[src/rtl/mem_arbiter_n.sv]
// Multi-port memory arbiter: grants one requester at a time and turns its
// request into a cache-block read burst or a single write beat on the bus.
module mem_arbiter_n #(
   parameter int NUM_PORTS  = 2,
   parameter int BLOCK_SIZE = 32,
   parameter int ARB_MODE   = 1
) (
   input  logic                    clk,
   input  logic                    rst,
   input  logic [NUM_PORTS*32-1:0] req_addr,
   input  logic [NUM_PORTS-1:0]    req_read,
   input  logic [NUM_PORTS-1:0]    req_write,
   input  logic [NUM_PORTS*32-1:0] req_wdata,
   input  logic [NUM_PORTS*3-1:0]  req_strobe,
   output logic [BLOCK_SIZE*8-1:0] rd_data,
   output logic [NUM_PORTS-1:0]    done,
   output logic [NUM_PORTS-1:0]    busy,
   output logic [31:0]             addr,
   output logic                    write,
   output logic [31:0]             wdata,
   output logic [2:0]              transfer,
   output logic                    valid,
   input  logic [31:0]             rdata,
   input  logic                    ready
);

   localparam int BEATS = BLOCK_SIZE / 4;
   localparam int IW = (NUM_PORTS > 1) ? $clog2(NUM_PORTS) : 1;
   localparam int CW = (BEATS > 1) ? $clog2(BEATS) : 1;
   localparam logic [31:0] BLK_MASK = ~32'(BLOCK_SIZE - 1);
   localparam logic [IW-1:0] LAST_PORT = IW'(NUM_PORTS - 1);
   localparam logic [CW-1:0] LAST_BEAT = CW'(BEATS - 1);

   typedef enum logic [1:0] {
      IDLE,
      READ_BURST,
      WRITE_BEAT,
      DONE
   } state_t;

   state_t                  state_q, state_d;
   logic [IW-1:0]           gnt_q, gnt_d;
   logic [IW-1:0]           ptr_q, ptr_d;
   logic [31:0]             addr_q, addr_d;
   logic [31:0]             wdata_q, wdata_d;
   logic [2:0]              strb_q, strb_d;
   logic [CW-1:0]           cnt_q, cnt_d;
   logic [BLOCK_SIZE*8-1:0] rd_q;
   logic [NUM_PORTS-1:0]    req_any;
   logic                    found;
   logic [IW-1:0]           pick;
   int                      cand;

   assign req_any = req_read | req_write;

   // Round-robin rotates the search start; fixed mode always starts at 0.
   always_comb begin
      found = 1'b0;
      pick  = '0;
      cand  = 0;
      for (int k = 0; k < NUM_PORTS; k++) begin
         cand = (ARB_MODE == 0) ? k : int'(ptr_q) + k;
         if (cand >= NUM_PORTS) cand = cand - NUM_PORTS;
         if (!found && req_any[IW'(cand)]) begin
            found = 1'b1;
            pick  = IW'(cand);
         end
      end
   end

   always_comb begin
      state_d = state_q;
      gnt_d   = gnt_q;
      ptr_d   = ptr_q;
      addr_d  = addr_q;
      wdata_d = wdata_q;
      strb_d  = strb_q;
      cnt_d   = cnt_q;
      unique case (state_q)
         IDLE: begin
            if (found) begin
               gnt_d   = pick;
               ptr_d   = (pick == LAST_PORT) ? '0 : pick + IW'(1);
               addr_d  = req_addr[pick*32 +: 32];
               wdata_d = req_wdata[pick*32 +: 32];
               strb_d  = req_strobe[pick*3 +: 3];
               cnt_d   = '0;
               // a pending write beats a pending read on the same port
               state_d = req_write[pick] ? WRITE_BEAT : READ_BURST;
            end
         end
         READ_BURST: begin
            if (ready) begin
               if (cnt_q == LAST_BEAT) begin
                  cnt_d   = '0;
                  state_d = DONE;
               end else begin
                  cnt_d = cnt_q + CW'(1);
               end
            end
         end
         WRITE_BEAT: begin
            if (ready) state_d = DONE;
         end
         DONE: state_d = IDLE;
         default: state_d = IDLE;
      endcase
   end

   always_ff @(posedge clk or negedge rst) begin
      if (!rst) begin
         state_q <= IDLE;
         gnt_q   <= '0;
         ptr_q   <= '0;
         addr_q  <= '0;
         wdata_q <= '0;
         strb_q  <= '0;
         cnt_q   <= '0;
         rd_q    <= '0;
      end else begin
         state_q <= state_d;
         gnt_q   <= gnt_d;
         ptr_q   <= ptr_d;
         addr_q  <= addr_d;
         wdata_q <= wdata_d;
         strb_q  <= strb_d;
         cnt_q   <= cnt_d;
         if (state_q == READ_BURST && ready) begin
            rd_q[cnt_q*32 +: 32] <= rdata;
         end
      end
   end

   // Beat outputs derive only from registered state, so they hold steady
   // across any number of wait states.
   always_comb begin
      valid    = 1'b0;
      write    = 1'b0;
      addr     = '0;
      wdata    = '0;
      transfer = 3'b000;
      unique case (state_q)
         READ_BURST: begin
            valid    = 1'b1;
            addr     = (addr_q & BLK_MASK) + (32'(cnt_q) << 2);
            transfer = 3'b010;
         end
         WRITE_BEAT: begin
            valid    = 1'b1;
            write    = 1'b1;
            addr     = addr_q;
            wdata    = wdata_q;
            transfer = strb_q;
         end
         default: ;
      endcase
   end

   always_comb begin
      done = '0;
      if (state_q == DONE) done[gnt_q] = 1'b1;
   end

   assign busy    = req_any & ~done;
   assign rd_data = rd_q;

endmodule

[config.mk]
export PLATFORM = sky130hd
export DESIGN_NAME = mem_arbiter_n
export DESIGN_NICKNAME = d
export VERILOG_FILES = /design/src/rtl/mem_arbiter_n.sv
export SDC_FILE = /design/constraint.sdc
export NUM_CORES = 1
export LEC_CHECK = 0
export CAP_MARGIN = 20
export CORE_MARGIN = 1
export CORE_UTILIZATION = 35
export CTS_BUF_LIST = sky130_fd_sc_hd__clkbuf_4
export CTS_CLUSTER_DIAMETER = 30
export DETAILED_ROUTE_END_ITERATION = 10
export GPL_ROUTABILITY_DRIVEN = 0
export GPL_TIMING_DRIVEN = 1
export PLACE_DENSITY_LB_ADDON = 0.2
export SLEW_MARGIN = 10
export SYNTH_ARGS = -nofsm -noshare
export SYNTH_HDL_FRONTEND = slang
export SYNTH_SLANG_ARGS = --single-unit
[constraint.sdc]
create_clock -name clk -period 3.8 [get_ports clk]
set_clock_uncertainty 0.05 [all_clocks]
set_input_delay 0.95 -clock clk [delete_from_list [all_inputs] [get_ports clk]]
set_output_delay 0.95 -clock clk [all_outputs]
set_load 0.02 [all_outputs]
# Yosys cells after proc, flatten, opt, wreduce, memory -nomap -nowiden

Index checks and enable logic that the tools add are counted.

Add/sub/neg operators: 7
$mul: 1
$lt $le $gt $ge: 7
Eq/ne operators: 8
Shift operators: 5
Mux-type cells: 32
Bitwise logic cells: 3
Reduce and logical (&&, ||, !) cells: 10

Operators by type and width:

| operator                    | count |
|---|---|
| $bwmux W256                 | 1 |
| $shift A32 B34 Y256 const A | 1 |
| $shiftx A32 B34 Y256        | 1 |
| $shiftx A64 B7 Y32          | 2 |
| $pmux W32 S2                | 1 |
| $neg A8 Y34                 | 1 |
| $add A32 B5 Y32             | 1 |
| $mux W32                    | 1 |
| $mux W1                     | 16 |
| $mux W2                     | 6 |
| $pmux W3 S2                 | 2 |
| $mux W3                     | 3 |
| $ne A2 B2 Y1 const B        | 4 |
| $pmux W2 S4                 | 1 |
| $lt A1 B3 Y1 const B        | 2 |
| $shiftx A6 B4 Y3            | 1 |
| $eq A2 B2 Y1 const B        | 2 |
| $lt A1 B2 Y1 const B        | 2 |
| $reduce_and A4 Y1           | 1 |
| $add A3 B1 Y3 const B       | 1 |
| $eq A3 B3 Y1 const B        | 1 |
| $logic_and A1 B1 Y1         | 3 |
| $mul A1 B2 Y3 const B       | 1 |
| $reduce_and A3 Y1           | 1 |
| 16 further kinds            | 17 |

Flip-flop bits (word level): 330
Bits of input ports: 173
Output and inout bits: 329
Word-level logic and storage cells: 81

# Depth between registers and ports, before layout

Gate-level depths: netlist of run 1.

Word-level depth: 14
Depth in mapped cells: 11
Gate-level depth less buffers: 6

# Least setup slack after synthesis of run 1

Ideal clock, no wire load.

Path kind: reg2reg
Start point: register cnt_q[0]
End point: register rd_q[94] (netlist: rd_data[94])
Library setup time: 128 ps
Arrival time: 2591 ps
Required time: 3622 ps
Path slack: 1032 ps
Cell stages (with the launch flop): 11
Path buffers: 4
Clock period less this slack: 2768 ps
Cell sequence: dfrtp_1 buf_2 buf_4 inv_1 ha_1 ha_1 nand4b_2 buf_2 nor4b_4 buf_6 mux2_1

Longest elaborated chain between the ends: 3
Elaborated cells on any way between the ends: 4
Those cells by class: add/sub: 1; shift: 2; mux: 1

RTL lines:

| element                                                     | RTL line | source |
|---|---|---|
| start, declared                                             | 47       | `logic [CW-1:0] cnt_q, cnt_d;` |
| start signal, assigned                                      | 127      | `cnt_q <= cnt_d;` |
| $neg A8 Y34 *                                               | 129      | `rd_q[cnt_q*32 +: 32] <= rdata;` |
| $shiftx A32 B34 Y256 or $shift A32 B34 Y256 (tied branches) | 129      |  |
| $bwmux W256 *                                               | 129      |  |
| end signal, assigned by index                               | 129      |  |
| end, declared                                               | 48       | `logic [BLOCK_SIZE*8-1:0] rd_q;` |

Every way passes the cells marked *; elsewhere a longest branch is shown, timed or not.
A chain may end at the register's enable or synchronous reset.

# Worst setup path in the final report of run 1

Start point: register state_q[1]
End point: output port addr[22]

Longest elaborated chain between the ends: 2
Elaborated cells on any way between the ends: 3
Those cells by class: eq/ne: 2; mux: 1

RTL lines:

| element                                      | RTL line | source |
|---|---|---|
| start, declared                              | 41       | `state_t state_q, state_d;` |
| start signal, assigned                       | 121      | `state_q <= state_d;` |
| $eq A2 B2 Y1 or $eq A2 B1 Y1 (tied branches) | 142      | `unique case (state_q)` |
| $pmux W32 S2 *                               | 142      |  |
| end, declared                                | 18       | `output logic [31:0] addr,` |

Marked as above.

==> metrics.md, run 1 <==
| Metric | Value |
|---|---|
| Status | `completed` |
| Largest net degree at the start of global routing | `139` |
| Ys Warns | `0` |
| Count of cell types in the netlist | `44` |
| Psw | `roughly 5 mW` |
| Final Routed Wirelength | `around 53000 µm` |
| Placed Cells | `around 2400` |
| CP Capture Type | `output port` |
| Met3 Use GR | `5.675%` |
| DIE AREA | `about 43000 µm²` |
| CP peak stage delay | `0.39 ns` |
| Worst Setup Start Kind | `flop` |
| Critical path arrival | `2.58 ns` |
| Actual slew at the worst max-slew pin | `around 1.0 ns` |
| Clock group share of total power | `24.8%` |
| Seq/Total Area, Yosys | `a little under three fifths` |
| Footprint of the multi-input gates | `5887 µm²` |
| Most used cell, CP | `inv_1` |
| Unrepaired setup endpoints after global routing | `false` |
| First DRT Iteration DRCs | `roughly 870` |
| Required time worst endpoint | `between 2 and 3 ns` |
| Buf/Inv on CP | `4` |
| Hold Fails Final Rpt | `0` |
| CORE AREA | `roughly 42000 µm²` |
| Synth Cell Area | `14870 µm²` |
| CP delay by family, top | `buffers and inverters` |
| Max_slew headroom | `32.60%` |
| Final nets | `2125` |
| Clock insertion delay at the later pin of the skew report | `~0.75 ns` |
| Clk buf depth | `3` |
| Syn Nets | `between 1500 and 2000` |
| Met1 Use GR | `between 20% and 30%` |
| Row cnt | `75` |
| Share of layout cells above drive strength 1 | `12.29%` |
| GR Overflow Total | `0` |
| Hold buffer count at cts | `0` |
| Max cap viols | `0` |
| Die Ht | `about 210 µm` |
| Die W | `208.1 µm` |
| CTS sink cnt | `330` |
| GR Layer Usage met2 | `41.99%` |
| WS Path Type | `flop to output port` |
| H-tree depth | `3` |
| Maximum vdd drop | `around 0.32 mV` |
| Vias | `12480` |
| Area occupied by registers | `8262 µm²` |
| Initial antenna violation count | `2` |
| CP max FO | `27` |
| Critical-path top delay cell | `ha_2` |
| HPWL Detailed | `approximately 36000 µm` |
| GRT Util Overall | `24.12%` |
| Sequence of cells on the critical path | `inv_1 -> ha_2 -> inv_1 -> nor2_1 -> buf_6 -> and2_1 -> dlygate4sd2_1` |
| Leakage | `roughly 9.7 nW` |
| Internal Power | `8.504 mW` |
| Final std cells w/o fill | `2558` |
| Number of CTS-inserted buffers | `96` |
| Mean post-synth cell area | `about 10 µm²` |
| Final setup violating endpoints | `0` |
| Global route hottest layer | `met2` |
| First-pass GRT wire length | `approximately 79000 µm` |
| Flop pwr share | `a little over a third` |
| Clk slew on worst S/H paths | `0.06 ns` |
| Via-per-instance ratio | `4.880` |
| Pwr Density | `roughly 630 nW/µm²` |
| Sw Share | `between 30% and 40%` |
| DR pass1 iterations | `6` |
| Hold WC Path Type | `primary input to asynchronous set/reset pin` |
| DRT antenna net count | `0` |
| TritonCTS clock tree | `built` |
| # fillers | `roughly 4000` |
| # DRC | `0` |
| Number of synthesized register bits | `330` |
| PortBufs | `501` |
| Synth-to-Final Area Change | `45.58%` |
| Wire per inst | `20.54 µm` |
| Final max-slew violation count | `0` |
| Period utilization | `a little over nine tenths` |
| Logic pwr share | `39.1%` |
| Post-Route Setup TNS | `0 ns` |
| Ports | `502` |
| FMAX | `roughly 0.28 GHz` |
| Starting Density | `between 30% and 40%` |
| CTS Root Cell | `clkbuf_4` |
| Synth Instances | `~1400` |
| Vias in the first global route | `about 13000` |
| Crit path time final | `about 3.6 ns` |
## metal layers
layer | vias to the layer above | part of all wire, % | wire, µm
li1 | 5891 | - | -
met4 | 0 | 2.5 | 1319
met1 | 6070 | 41 | 21390
met3 | 77 | 6.0 | 3159
met2 | 444 | 51 | 26660
met5 | - | 0 | 0
## cells by family (layout without fill, tap and decap cells)
logic type	count (synthesis)	in the layout	synth area share, %
compound gates	301	301	10.87
xor+xnor	1	1	0.05892
fa+ha+maj	9	9	0.7575
buf+inv	196	783	5.395
flops	330	330	55.55
mux	217	217	15.24
other cells	0	1	0
simple gates	377	377	12.14
## worst reg2reg max path, stage by stage, from the launching register on
cell and delay (ns):
dfrtp_1 0.42, inv_1 0.09, ha_1 0.72, nand2b_2 0.24, buf_4 0.48, or2_2 0.69, o21ai_0 0.23
## worst paths after layout
kind	to	cells after the start	start	slack, ns
min in group clk	strb_q[2]$_DFFE_PN0P_	2	strb_q[2]$_DFFE_PN0P_	0.42
max in group asynchronous	rd_data[107]$_DFFE_PN0P_	2	rst	2.64
max reg2reg	rd_data[230]$_DFFE_PN0P_	6	cnt_q[1]$_DFFE_PN0P_	0.73
max	addr[22]	7	state_q[1]$_DFFE_PN0P_	0.22
min	rd_data[0]$_DFFE_PN0P_	1	rst	0.07
min reg2reg	strb_q[2]$_DFFE_PN0P_	2	strb_q[2]$_DFFE_PN0P_	0.42
## flip-flops by register name, indices dropped and copies added (netlist names)
| signal | count |
|---|---|
| rd_data | 256 |
| gnt_q | 1 |
| strb_q | 3 |
| ptr_q | 1 |
| addr_q | 32 |
| state_q | 2 |
| cnt_q | 3 |
| wdata_q | 32 |
## cells in the final DEF, fill, tap and decap left out, types with 2 or more instances in the layout
cell type        netlist  routed
nor2b_1                3       3
a22oi_1                5       5
dlymetal6s2s_1         0       2
o21ai_0              249     248
nand2b_1               3       2
clkinv_1               0      17
ha_1                   9       8
dfrtp_1              330     329
inv_1                 79      79
mux2_1                34      34
o21ai_1                9       9
clkbuf_4               0     143
and2_1                60      60
buf_8                  0       2
nor2_1                12      11
dlygate4sd2_1          0      26
nor4b_4                2       4
mux2i_1              142     142
and3_1                28      28
o31ai_1               32      32
nand2_1              251     250
mux2_2                41      41
buf_12                 0       5
clkinv_2               0       9
clkdlybuf4s50_1        0     469
or2_2                  2       3
buf_4                  1      24
clkdlybuf4s15_1        0       2
nand3_1                2       2
## power by group through the flow
stage / clock (mW) / sequential [mW] / combinational [mW]
floorplan: 0 / 5.24 / 2.49
global placement: 0 / 4.96 / 5.36
detailed placement: 0 / 4.96 / 5.44
finish: 3.37 / 4.91 / 5.32
global route: 3.67 / 5.02 / 5.72
CTS: 3.48 / 4.92 / 5.38
## area by class of cell
cell class / count / area share [%]
clock inverter: 30 / 0.7342
inverter: 79 / 1.370
antenna: 1 / 0.01156
sequential: 330 / 38.17
multi-input combinational: 905 / 27.20
timing repair buffer: 531 / 24.44
tap: 539 / 3.116
clock buffer: 143 / 4.960
## stage by stage
stage                     utilization [%]  instance area (µm²)  hold WS [ns]  setup slack [ns]  power, mW
after floorplan                         -                14870        0.3918             1.032      7.724
after global placement              48.69                20420        0.4042            0.2781      10.31
after detailed placement            48.69                20420        0.4139            0.2875      10.40
after CTS                           51.56                21630       0.03334           0.02739      13.78
after global routing                51.60                21640       0.05951          0.002768      14.41
final                               51.60                21640       0.07334            0.2231      13.60
## cell usage after synthesis, drive strengths merged
library cell,n,share of area (%)
and2,60,2.5
and4bb,2,0.17
dfrtp,330,56
nor4bb,1,0.067
a21boi,1,0.051
a22oi,5,0.25
and4b,1,0.067
nor3b,1,0.051
or2,3,0.13
nand4bb,1,0.076
mux2,75,5.7
nor4,2,0.19
nor2b,3,0.13
a21o,1,0.051
clkbuf,90,2.3
ha,9,0.76
and3b,1,0.059
nor2,12,0.30
o31ai,32,1.6
o21ai,258,8.7
nor4b,4,0.52
mux2i,142,9.6
nand3,2,0.067
nand2,251,6.3
a311oi,1,0.059
nand3b,1,0.051
nand2b,3,0.13
buf,27,1.1
xnor2,1,0.059
nand4b,1,0.10
and3,28,1.2
a22o,1,0.059
a21oi,1,0.034
inv,79,2.0
a211o,1,0.059
## what timing repair did
item	4_1_cts	5_1_grt
setup endpoints to repair	32	36
setup buffers	0	0
resized for setup	30	6
No activity file was read; power rests on OpenSTA's default activity.
==> run 2, diff against run 1 <==
--- a/config.mk
+++ b/config.mk
@@ -6,11 +6,11 @@
 export NUM_CORES = 1
 export LEC_CHECK = 0
 export CAP_MARGIN = 20
-export CORE_MARGIN = 1
-export CORE_UTILIZATION = 35
+export CORE_AREA = 2 2 198 200
 export CTS_BUF_LIST = sky130_fd_sc_hd__clkbuf_4
 export CTS_CLUSTER_DIAMETER = 30
 export DETAILED_ROUTE_END_ITERATION = 10
+export DIE_AREA = 0 0 200 202
 export GPL_ROUTABILITY_DRIVEN = 0
 export GPL_TIMING_DRIVEN = 1
 export PLACE_DENSITY_LB_ADDON = 0.2
==> metrics.md, run 2 (synthesis gave the netlist of run 1 again) <==
| Metric | Value |
|---|---|
| Status | `completed` |
| Vias in the first global route | `~13000` |
| Hold WC Path Type | `primary input to asynchronous set/reset pin` |
| Logic pwr share | `between 40% and 50%` |
| Critical-path top delay cell | `clkdlybuf4s50_1` |
| Via-per-instance ratio | `5.010` |
| CP Capture Type | `output port` |
| Internal Power | `8.441 mW` |
| Final nets | `2130` |
| Starting Density | `between 30% and 40%` |
| Crit path time final | `roughly 3.7 ns` |
| Most frequent cells in the layout | `473 x clkdlybuf4s50_1, 329 x dfrtp_1, 250 x nand2_1, 248 x o21ai_0, 144 x clkbuf_4` |
| Post-Route Setup TNS | `0 ns` |
| Die Ht | `202 µm` |
| TritonCTS clock tree | `built` |
| Vias | `12730` |
| Final setup violating endpoints | `0` |
| CTS Root Cell | `clkbuf_4` |
| Commonest non-fill, non-tap cell in the layout | `clkdlybuf4s50_1` |
| DR pass1 iterations | `7` |
| Sw Share | `37.36%` |
| PortBufs | `around 500` |
| Number of CTS-inserted buffers | `95` |
| Clock insertion delay at the later pin of the skew report | `roughly 0.76 ns` |
| Max cap viols | `0` |
| Placed Cells | `~2400` |
| Hold Fails Final Rpt | `0` |
| CTS sink cnt | `between 300 and 400` |
| Final std cells w/o fill | `about 2500` |
| Crit path launch | `state_q[0]$_DFFE_PN0P_` |
| Largest net degree at the start of global routing | `97` |
| Buf/Inv on CP | `3` |
| HPWL Detailed | `roughly 37000 µm` |
| Synth-to-Final Area Change | `45.04%` |
| Required time worst endpoint | `roughly 2.8 ns` |
| Wire per inst | `approximately 20 µm` |
| GR Overflow Total | `0` |
| FMAX | `around 0.27 GHz` |
| Ports | `between 500 and 600` |
| Share of layout cells above drive strength 1 | `13.81%` |
| CP delay by family, top | `buffers and inverters` |
| DRT antenna net count | `0` |
| CP peak stage delay | `0.66 ns` |
| Psw | `just over 5 mW` |
| Pwr Density | `624.9 nW/µm²` |
| H-tree depth | `3` |
| Clk buf depth | `3` |
| Initial antenna violation count | `3` |
| # fillers | `approximately 3400` |
| Clk slew on worst S/H paths | `around 0.06 ns` |
| Row cnt | `roughly 70` |
| Final Routed Wirelength | `51750 µm` |
| Die W | `approximately 200 µm` |
| CORE AREA | `38290 µm²` |
| Max FFs per register | `256` |
| Period utilization | `~97%` |
| DIE AREA | `between 40000 and 50000 µm²` |
| GRT Util Overall | `around 26%` |
| Hold buffer count at cts | `0` |
| Unrepaired setup endpoints after global routing | `true` |
| Area occupied by registers | `a little over 8000 µm²` |
| Critical path arrival | `2.70 ns` |
| Actual slew at the worst max-slew pin | `0.9490 ns` |
| CP max FO | `31` |
| Max_slew headroom | `~37%` |
| First DRT Iteration DRCs | `between 600 and 700` |
| # DRC | `0` |
| Flop pwr share | `between 30% and 40%` |
| Maximum vdd drop | `0.3233 mV` |
| WS Path Type | `flop to output port` |
| Min Hold Slack | `roughly 0.15 ns` |
| Worst flop-to-flop path startpoint | `cnt_q[1]$_DFFE_PN0P_` |
| Clock group share of total power | `about a quarter` |
| Footprint of the multi-input gates | `about 5900 µm²` |
| Sequence of cells on the critical path | `inv_1 -> ha_2 -> buf_6 -> and2_1 -> clkdlybuf4s50_1` |
| First-pass GRT wire length | `77190 µm` |
| Leakage | `a little under 10 nW` |
| Worst Setup Start Kind | `flop` |
| Final max-slew violation count | `0` |
==> run 2: cell types whose count changed in the layout (fill, tap and decap cells not counted), moves of 2 or more <==
cell and change:
dlygate4sd2_1 -26, clkbuf_2 +25, clkdlybuf4s50_1 +4, buf_12 +3, clkinv_1 -3, buf_4 +2, dlymetal6s2s_1 -2, inv_2 +2
==> run 2: final timing paths <==
path                            slack, ns                  endpoint  cells past startpoint
worst min register to register       0.42    wdata_q[3]$_DFFE_PN0P_                      2
worst min-delay path                 0.15   rd_data[97]$_DFFE_PN0P_                      1
min in group clk                     0.42    wdata_q[3]$_DFFE_PN0P_                      2
max in group asynchronous            2.77   rd_data[94]$_DFFE_PN0P_                      2
worst max register to register       0.85  rd_data[246]$_DFFE_PN0P_                      8
worst max-delay path                  0.1                 wdata[29]                      5
==> run 2: power by group through the flow <==
| stage | clock (mW) | combinational [mW] | sequential [mW] |
|---|---|---|---|
| 3_5_place_dp | 0 | 5.52 | 4.92 |
| 2_1_floorplan | 0 | 2.49 | 5.24 |
| 6_report | 3.23 | 5.38 | 4.86 |
| 3_3_place_gp | 0 | 5.47 | 4.89 |
| 4_1_cts | 3.35 | 5.48 | 4.87 |
| 5_1_grt | 3.55 | 5.80 | 4.96 |
==> run 2: area by class of cell <==
class / count / area share [%]
antenna: 2 / 0.02321
clock buffer: 144 / 5.013
clock inverter: 26 / 0.5048
inverter: 79 / 1.375
multi-input combinational: 905 / 27.31
sequential: 330 / 38.31
tap: 518 / 3.006
timing repair buffer: 537 / 24.45
==> run 2: metrics by stage <==
stage	cell area [µm²]	power, mW	utilization (%)	worst slack, ns
2_1_floorplan	14870	7.724	-	1.032
3_3_place_gp	20480	10.35	53.49	0.3368
3_5_place_dp	20480	10.45	53.49	0.3903
4_1_cts	21650	13.70	56.55	0.007275
5_1_grt	21560	14.32	56.32	-0.04839
6_report	21560	13.48	56.32	0.09738
==> run 2: what timing repair did <==
item	4_1_cts	5_1_grt
buffers inserted	0	0
setup endpoints to repair	58	51
resized for setup	31	52
==> run 2: metal layers <==
| metal | track usage (%) | part of all wire [%] | vias up |
|---|---|---|---|
| li1 | - | - | 5895 |
| met1 | 30.90 | 40 | 6209 |
| met2 | 42.94 | 49 | 543 |
| met3 | 6.391 | 7.9 | 81 |
| met4 | 11.01 | 3.3 | 2 |
| met5 | 0 | 0.025 | - |
